==> src/rtl/fc_ctrl_pkg.sv <==
// Shared types and defaults for the fully-connected layer controller.
package fc_ctrl_pkg;

  localparam int unsigned DATA_WIDTH_DEF = 32;
  localparam int unsigned NUM_IN_DEF     = 16;
  localparam int unsigned NUM_OUT_DEF    = 10;
  localparam int unsigned ACC_LAT_DEF    = 4;

  typedef enum logic [2:0] {
    S_IDLE    = 3'd0,
    S_CLEAR   = 3'd1,
    S_ISSUE   = 3'd2,
    S_FEED    = 3'd3,
    S_WAIT    = 3'd4,
    S_CAPTURE = 3'd5,
    S_FINISH  = 3'd6
  } fc_state_e;

  // Address width for a given depth, never narrower than one bit.
  function automatic int unsigned addr_w(input int unsigned depth);
    return (depth > 1) ? int'($clog2(depth)) : 1;
  endfunction

endpackage

==> src/rtl/fc_layer_ctrl_if.sv <==
// Control, memory-read, PE and result-write signals of the FC layer controller.
interface fc_layer_ctrl_if
  import fc_ctrl_pkg::*;
#(
  parameter int unsigned DATA_WIDTH = DATA_WIDTH_DEF,
  parameter int unsigned NUM_IN     = NUM_IN_DEF,
  parameter int unsigned NUM_OUT    = NUM_OUT_DEF
);

  localparam int unsigned IN_AW  = addr_w(NUM_IN);
  localparam int unsigned W_AW   = addr_w(NUM_IN * NUM_OUT);
  localparam int unsigned OUT_AW = addr_w(NUM_OUT);

  logic                  start;
  logic                  busy;
  logic                  done;
  logic [IN_AW-1:0]      in_addr;
  logic [W_AW-1:0]       w_addr;
  logic [DATA_WIDTH-1:0] in_data;
  logic [DATA_WIDTH-1:0] w_data;
  logic [DATA_WIDTH-1:0] pe_input;
  logic [DATA_WIDTH-1:0] pe_weight;
  logic                  pe_clear;
  logic                  pe_valid;
  logic [DATA_WIDTH-1:0] pe_result;
  logic                  out_we;
  logic [OUT_AW-1:0]     out_addr;
  logic [DATA_WIDTH-1:0] out_data;

  // Controller side.
  modport master (
    input  start, in_data, w_data, pe_result,
    output busy, done, in_addr, w_addr, pe_input, pe_weight,
           pe_clear, pe_valid, out_we, out_addr, out_data
  );

  // Environment side: memories, PE, output buffer and requester.
  modport slave (
    output start, in_data, w_data, pe_result,
    input  busy, done, in_addr, w_addr, pe_input, pe_weight,
           pe_clear, pe_valid, out_we, out_addr, out_data
  );

endinterface

==> src/rtl/fc_layer_ctrl_lat_counter.sv <==
// Accumulator-latency wait counter: load, decrement to zero, zero/last flags.
module lat_counter #(
  parameter int unsigned LOAD_VAL = 4
) (
  input  logic clk,
  input  logic reset,
  input  logic load,
  input  logic dec,
  output logic zero_c,
  output logic last_c
);

  localparam int unsigned CNT_W = $clog2(LOAD_VAL + 1);

  logic [CNT_W-1:0] cnt;

  // Load takes priority; decrement saturates at zero.
  always_ff @(posedge clk) begin
    if (reset) begin
      cnt <= '0;
    end else if (load) begin
      cnt <= CNT_W'(LOAD_VAL);
    end else if (dec && (cnt != '0)) begin
      cnt <= cnt - CNT_W'(1);
    end
  end

  assign zero_c = (cnt == '0);
  assign last_c = (cnt == CNT_W'(1));

endmodule

==> src/rtl/fc_layer_ctrl.sv <==
// Sequences one FC layer: per neuron clear PE, feed NUM_IN operand pairs
// spaced by the accumulator latency, then write the accumulated result.
module fc_layer_ctrl
  import fc_ctrl_pkg::*;
#(
  parameter int unsigned DATA_WIDTH = DATA_WIDTH_DEF,
  parameter int unsigned NUM_IN     = NUM_IN_DEF,
  parameter int unsigned NUM_OUT    = NUM_OUT_DEF,
  parameter int unsigned ACC_LAT    = ACC_LAT_DEF
) (
  input logic             clk,
  input logic             reset,
  fc_layer_ctrl_if.master bus
);

  localparam int unsigned IN_AW  = addr_w(NUM_IN);
  localparam int unsigned W_AW   = addr_w(NUM_IN * NUM_OUT);
  localparam int unsigned OUT_AW = addr_w(NUM_OUT);

  fc_state_e             state, state_d;
  logic [IN_AW-1:0]      i_q, i_d;
  logic [OUT_AW-1:0]     n_q, n_d;

  logic                  cnt_load, cnt_dec, cnt_zero, cnt_last;

  logic                  busy_q, busy_d;
  logic                  done_q, done_d;
  logic                  pe_clear_q, pe_clear_d;
  logic                  pe_valid_q, pe_valid_d;
  logic                  out_we_q, out_we_d;
  logic [IN_AW-1:0]      in_addr_q, in_addr_d;
  logic [W_AW-1:0]       w_addr_q, w_addr_d;
  logic [OUT_AW-1:0]     out_addr_q, out_addr_d;
  logic [DATA_WIDTH-1:0] out_data_q, out_data_d;

  lat_counter #(
    .LOAD_VAL (ACC_LAT)
  ) u_lat_counter (
    .clk    (clk),
    .reset  (reset),
    .load   (cnt_load),
    .dec    (cnt_dec),
    .zero_c (cnt_zero),
    .last_c (cnt_last)
  );

  // Next state, indices, and the registered output values for the next cycle.
  always_comb begin
    state_d    = state;
    n_d        = n_q;
    i_d        = i_q;
    cnt_load   = 1'b0;
    cnt_dec    = 1'b0;
    in_addr_d  = in_addr_q;
    w_addr_d   = w_addr_q;
    out_addr_d = out_addr_q;
    out_data_d = out_data_q;

    unique case (state)
      S_IDLE: begin
        if (bus.start) begin
          n_d     = '0;
          i_d     = '0;
          state_d = S_CLEAR;
        end
      end
      S_CLEAR: begin
        i_d     = '0;
        state_d = S_ISSUE;
      end
      S_ISSUE: begin
        state_d = S_FEED;
      end
      S_FEED: begin
        cnt_load = 1'b1;
        state_d  = S_WAIT;
      end
      S_WAIT: begin
        cnt_dec = !cnt_zero;
        if (cnt_last || cnt_zero) begin
          if (i_q != IN_AW'(NUM_IN - 1)) begin
            i_d     = i_q + IN_AW'(1);
            state_d = S_ISSUE;
          end else begin
            state_d = S_CAPTURE;
          end
        end
      end
      S_CAPTURE: begin
        if (n_q != OUT_AW'(NUM_OUT - 1)) begin
          n_d     = n_q + OUT_AW'(1);
          state_d = S_CLEAR;
        end else begin
          state_d = S_FINISH;
        end
      end
      S_FINISH: begin
        state_d = S_IDLE;
      end
      default: begin
        state_d = S_IDLE;
      end
    endcase

    busy_d     = (state_d != S_IDLE);
    done_d     = (state_d == S_FINISH);
    pe_clear_d = (state_d == S_CLEAR);
    pe_valid_d = (state_d == S_FEED);
    out_we_d   = (state_d == S_CAPTURE);

    if (state_d == S_ISSUE) begin
      in_addr_d = i_d;
      w_addr_d  = W_AW'(n_d) * W_AW'(NUM_IN) + W_AW'(i_d);
    end

    // pe_result has settled by the end of the last wait cycle.
    if (state_d == S_CAPTURE) begin
      out_addr_d = n_d;
      out_data_d = bus.pe_result;
    end
  end

  // State, indices and output registers; reset aborts any run.
  always_ff @(posedge clk) begin
    if (reset) begin
      state      <= S_IDLE;
      n_q        <= '0;
      i_q        <= '0;
      busy_q     <= 1'b0;
      done_q     <= 1'b0;
      pe_clear_q <= 1'b0;
      pe_valid_q <= 1'b0;
      out_we_q   <= 1'b0;
      in_addr_q  <= '0;
      w_addr_q   <= '0;
      out_addr_q <= '0;
      out_data_q <= '0;
    end else begin
      state      <= state_d;
      n_q        <= n_d;
      i_q        <= i_d;
      busy_q     <= busy_d;
      done_q     <= done_d;
      pe_clear_q <= pe_clear_d;
      pe_valid_q <= pe_valid_d;
      out_we_q   <= out_we_d;
      in_addr_q  <= in_addr_d;
      w_addr_q   <= w_addr_d;
      out_addr_q <= out_addr_d;
      out_data_q <= out_data_d;
    end
  end

  assign bus.busy     = busy_q;
  assign bus.done     = done_q;
  assign bus.pe_clear = pe_clear_q;
  assign bus.pe_valid = pe_valid_q;
  assign bus.out_we   = out_we_q;
  assign bus.in_addr  = in_addr_q;
  assign bus.w_addr   = w_addr_q;
  assign bus.out_addr = out_addr_q;
  assign bus.out_data = out_data_q;

  // Operands pass straight through while valid and read as zero otherwise.
  assign bus.pe_input  = pe_valid_q ? bus.in_data : '0;
  assign bus.pe_weight = pe_valid_q ? bus.w_data  : '0;

endmodule

==> src/flat_wrapper.sv <==
// flat-port wrapper written by rule: the top's interface ports become plain ports
module fc_layer_ctrl_flat import fc_ctrl_pkg::*;
#(
  parameter int unsigned DATA_WIDTH = DATA_WIDTH_DEF,
  parameter int unsigned NUM_IN     = NUM_IN_DEF,
  parameter int unsigned NUM_OUT    = NUM_OUT_DEF,
  parameter int unsigned ACC_LAT    = ACC_LAT_DEF
)
  (clk, reset, bus_start, bus_in_data, bus_w_data, bus_pe_result, bus_busy, bus_done, bus_in_addr, bus_w_addr, bus_pe_input, bus_pe_weight, bus_pe_clear, bus_pe_valid, bus_out_we, bus_out_addr, bus_out_data);
  fc_layer_ctrl_if #(.DATA_WIDTH(DATA_WIDTH), .NUM_IN(NUM_IN), .NUM_OUT(NUM_OUT)) bus_i ();
  input logic clk;
  input logic reset;
  input wire logic [$bits(bus_i.start)-1:0] bus_start;
  input wire logic [$bits(bus_i.in_data)-1:0] bus_in_data;
  input wire logic [$bits(bus_i.w_data)-1:0] bus_w_data;
  input wire logic [$bits(bus_i.pe_result)-1:0] bus_pe_result;
  output wire logic [$bits(bus_i.busy)-1:0] bus_busy;
  output wire logic [$bits(bus_i.done)-1:0] bus_done;
  output wire logic [$bits(bus_i.in_addr)-1:0] bus_in_addr;
  output wire logic [$bits(bus_i.w_addr)-1:0] bus_w_addr;
  output wire logic [$bits(bus_i.pe_input)-1:0] bus_pe_input;
  output wire logic [$bits(bus_i.pe_weight)-1:0] bus_pe_weight;
  output wire logic [$bits(bus_i.pe_clear)-1:0] bus_pe_clear;
  output wire logic [$bits(bus_i.pe_valid)-1:0] bus_pe_valid;
  output wire logic [$bits(bus_i.out_we)-1:0] bus_out_we;
  output wire logic [$bits(bus_i.out_addr)-1:0] bus_out_addr;
  output wire logic [$bits(bus_i.out_data)-1:0] bus_out_data;
  assign bus_i.start = bus_start;
  assign bus_i.in_data = bus_in_data;
  assign bus_i.w_data = bus_w_data;
  assign bus_i.pe_result = bus_pe_result;
  assign bus_busy = bus_i.busy;
  assign bus_done = bus_i.done;
  assign bus_in_addr = bus_i.in_addr;
  assign bus_w_addr = bus_i.w_addr;
  assign bus_pe_input = bus_i.pe_input;
  assign bus_pe_weight = bus_i.pe_weight;
  assign bus_pe_clear = bus_i.pe_clear;
  assign bus_pe_valid = bus_i.pe_valid;
  assign bus_out_we = bus_i.out_we;
  assign bus_out_addr = bus_i.out_addr;
  assign bus_out_data = bus_i.out_data;
  fc_layer_ctrl #(.DATA_WIDTH(DATA_WIDTH), .NUM_IN(NUM_IN), .NUM_OUT(NUM_OUT), .ACC_LAT(ACC_LAT)) u_core (.clk(clk), .reset(reset), .bus(bus_i));
endmodule
==> config.mk <==
export PLATFORM = sky130hd
export DESIGN_NAME = fc_layer_ctrl_flat
export DESIGN_NICKNAME = d
export VERILOG_FILES = /design/src/rtl/fc_ctrl_pkg.sv /design/src/rtl/fc_layer_ctrl_if.sv /design/src/rtl/fc_layer_ctrl_lat_counter.sv /design/src/rtl/fc_layer_ctrl.sv /design/src/flat_wrapper.sv
export SDC_FILE = /design/constraint.sdc
export NUM_CORES = 1
export LEC_CHECK = 0
export CORE_MARGIN = 3
export CORE_UTILIZATION = 38
export CTS_CLUSTER_DIAMETER = 100
export DETAILED_ROUTE_END_ITERATION = 10
export HOLD_SLACK_MARGIN = 0.02
export PLACE_DENSITY = 0.87
export SYNTH_ARGS = -nofsm -noshare
export SYNTH_HDL_FRONTEND = slang
export SYNTH_SLANG_ARGS = --single-unit
==> constraint.sdc <==
create_clock -name clk -period 3.2 [get_ports clk]
set_input_delay 0.32 -clock clk [delete_from_list [all_inputs] [get_ports clk]]
set_output_delay 0.32 -clock clk [all_outputs]
set_load 0.005 [all_outputs]
==> results.txt <==
* Leakage component of the power: 1.89 nW
* Final period demand of the worst path: between 2 and 2.5 ns
* Worst Hold Class: reg -> reg
* First-pass GRT wire length: 16300 µm
* Kind of cell with the highest combined delay on the critical path: compound AO/OA/AOI/OAI gates
* Die span in x: ~95 µm
- Excluding fillers, the count of instances in the completed layout stands at 679.
* CTS root buf: clkbuf_8
- After clock tree synthesis, the clock-pin slew on the worst setup and hold paths is 0.07 ns.
- Post-Synthesis Cells: ~380
- Global-route usage over all layers: 0.232
* Worst-Skew Late Latency: 0.34 ns
* Setup TNS Final: 0 ns
* Number of synthesized register bits: 63
- Proportion of register bits with asynchronous set or reset after synthesis: 0
* Pwr dens: 344 nW/µm²
* Die Height: 95.0 µm
* Maximum number of pins on one net before global-route repair: 66
* Maxcap violations: 0
- Number of buffer and inverter stages on the critical path: 0
- Data arrives at the worst endpoint at 2.48 ns.
* Post-route cell area: 5370 µm²
- For this design, the CTS-stage hold fixing added 0 buffers.
- Final nets: 681
- Final count of hold timing violations: 0
* Initial core utilization: 0.402
- Initial detailed-routing violation count: 226
- Vias: ~3400
- Number of distinct library cell variants in the gate-level netlist after synthesis: 45
- Crit-path max FO: 16
* DP Wirelength: 8180 µm
* Number of rows created at floorplan: 31
- Based on the critical path, the design can be clocked at up to 448 MHz.
- IO Port Bufs: 215
* Number of buffers on the longest clock path: 2
- I/O pins: 216
* Count of flip-flops with a built-in enable after synthesis: 0
* Max-slew violation total from the final report: 0
- The worst pin sits at a relative slew slack of 0.464.
- Initial antenna violation count: 0
- Area Overhead vs Synth: 78.4%
* Avg Vias per Cell: 4.94
- After detailed routing, the number of remaining DRC violations is 0.
- Number of CTS-inserted buffers: 9
- For this run, the share of the core covered by cells in the final layout is 0.718.
- Core Footprint: around 7500 µm²
- IR analysis of the VDD net gives a maximum drop of approximately 0.00032 V.
* Routed len/inst: 15.4 µm
* Synth Cell Area: 3010 µm²
- Total clock sinks: 63
* CP Launch Type: flip-flop
- Sequential share of the synthesized area: 0.419
* Yosys warns: 0
- TritonCTS built the clock tree.
- At the worst endpoint, the required time is 3.44 ns.
* Post-Syn Nets: 481
- Sort of element at the end of the critical path: flip-flop
- Summing all placed instances gives a cell area of 5180 µm².
* GR Overflow Total: 0
- Vias in the first global route: between 3000 and 4000
* H-tree depth: 3
- Overall power consumption: 1.85 mW
- By startpoint and endpoint, the worst setup path is classified as reg -> reg.
- The die covers roughly 9000 µm².
* Fraction of layout instances using a drive strength above 1: 0.0569
- Chain of cells forming the critical path: or3b_1 -> o32ai_4 -> nor2_1 -> a211oi_1
* Dpl cells: about 660
- Post-Syn Area per Cell: 8.01 µm²
* Transition time at the pin with the least slew margin: 0.804 ns
- Number of resized instances in the post-cts repair step: 0
- Final setup vio count: 0
- Dominant register cell in the synthesized netlist: dfxtp_1
- The largest individual stage delay along the critical path comes from the cell o32ai_4.
* Antenna Cells: 0
- The clock arrives with 0.00576 ns of skew.
- Once the clock tree was built, the setup fixing pass inserted 0 buffers.
- Count of nets left with antenna violations after detail routing: 0
- The final layout contains routed wiring with a total length of 10500 µm.
- At the end of routability-driven placement, the weighted congestion stood at roughly 0.9.
* DRT Pass-1 Iters: 7
- In the finished design, the share of the clock period the worst path needs comes to 0.698.
- The run finished with clean final reports.
* Unrepaired setup endpoints after global routing: no
- Peak per-stage delay on the critical path: approximately 0.64 ns
[sequential cells by signal, indices dropped and copies added, names as in the netlist]
name and count:
u_core.bus.busy 1, u_core.bus.done 1, u_core.bus.out_addr 4, u_core.bus.out_data 32
u_core.bus.out_we 1, u_core.bus.pe_clear 1, u_core.bus.pe_valid 1, u_core.bus.w_addr 8
u_core.i_q 4, u_core.n_q 4, u_core.state 3, u_core.u_lat_counter.cnt 3
[logic make-up (layout without fill, tap and decap cells)]
group           Yosys count  after routing  synth area share
xor+xnor                  2              2           0.00582
compound gates           80             80             0.175
buf+inv                  37            241            0.0557
simple gates            188            188             0.319
fa+ha+maj                 6              6            0.0249
flops                    63             63             0.419
[per-stage QoR]
stage	setup slack (ns)	hold slack, ns
after global routing	0.777	0.475
after floorplan	1.48	0.453
after global placement	1.11	0.441
after detailed placement	1.02	0.447
final	0.965	0.452
after CTS	0.985	0.456
[tightest hold or removal path: stages, from the launching register on]
cell	delay, ns
dfxtp_1	0.31
nand2_1	0.05
a21oi_1	0.05
[report_power, final]
part | internal (mW) | leakage [nW] | switching [mW]
Clock | 0.393 | 0.105 | 0.296
Sequential | 0.800 | 0.509 | 0.0189
Combinational | 0.223 | 1.27 | 0.115
Total | 1.42 | 1.89 | 0.430
[cells in the mapped netlist (all sizes together), types with 3 or more instances]
cell type | count | share of area
nand2b | 4 | 0.0083
nor2 | 24 | 0.032
buf | 10 | 0.022
clkbuf | 20 | 0.025
inv | 7 | 0.0087
nand2 | 67 | 0.084
nand3 | 7 | 0.012
nor3b | 3 | 0.0091
a31oi | 3 | 0.0062
ha | 6 | 0.025
a311oi | 3 | 0.0087
nor3 | 7 | 0.013
a211oi | 12 | 0.035
a21oi | 45 | 0.076
and2 | 66 | 0.14
o21ai | 5 | 0.0083
dfxtp | 63 | 0.42
[worst paths after layout]
check	slack [ns]	from	endpoint	cells past startpoint
max	0.97	u_core.state[2]$_SDFF_PP0_	u_core.bus.w_addr[3]$_SDFFE_PP0N_	4
min	0.45	u_core.bus.out_data[30]$_SDFFE_PP0N_	u_core.bus.out_data[30]$_SDFFE_PP0N_	2
max reg2reg	0.97	u_core.state[2]$_SDFF_PP0_	u_core.bus.w_addr[3]$_SDFFE_PP0N_	4
min reg2reg	0.45	u_core.bus.out_data[30]$_SDFFE_PP0N_	u_core.bus.out_data[30]$_SDFFE_PP0N_	2
[cells in the final DEF (no fill, tap or decap), types with 6 or more instances in the layout]
| master | count |
|---|---|
| a211oi_1 | 9 |
| a21oi_1 | 44 |
| and2_1 | 66 |
| clkbuf_8 | 11 |
| clkdlybuf4s50_1 | 214 |
| dfxtp_1 | 63 |
| ha_1 | 6 |
| inv_1 | 7 |
| nand2_1 | 67 |
| nand3_1 | 7 |
| nor2_1 | 21 |
| nor3_1 | 6 |
[layout make-up]
cell class | instances | area [µm²]
Sequential cell | 63 | 1260
Inverter | 7 | 26.3
Timing Repair Buffer | 219 | 2180
Fill cell | 550 | 2110
Multi-Input combinational cell | 276 | 1590
Tap cell | 99 | 124
Clock inverter | 4 | 45.0
Clock buffer | 11 | 151
[layer usage]
| metal | track usage | part of all wire | vias up |
|---|---|---|---|
| met4 | 0.0589 | 0.012 | 0 |
| met3 | 0.0908 | 0.11 | 12 |
| met5 | 0 | 0 | - |
| li1 | - | - | 1650 |
| met2 | 0.410 | 0.49 | 164 |
| met1 | 0.259 | 0.39 | 1528 |
Note: power is estimated with default switching activity, not from simulation.
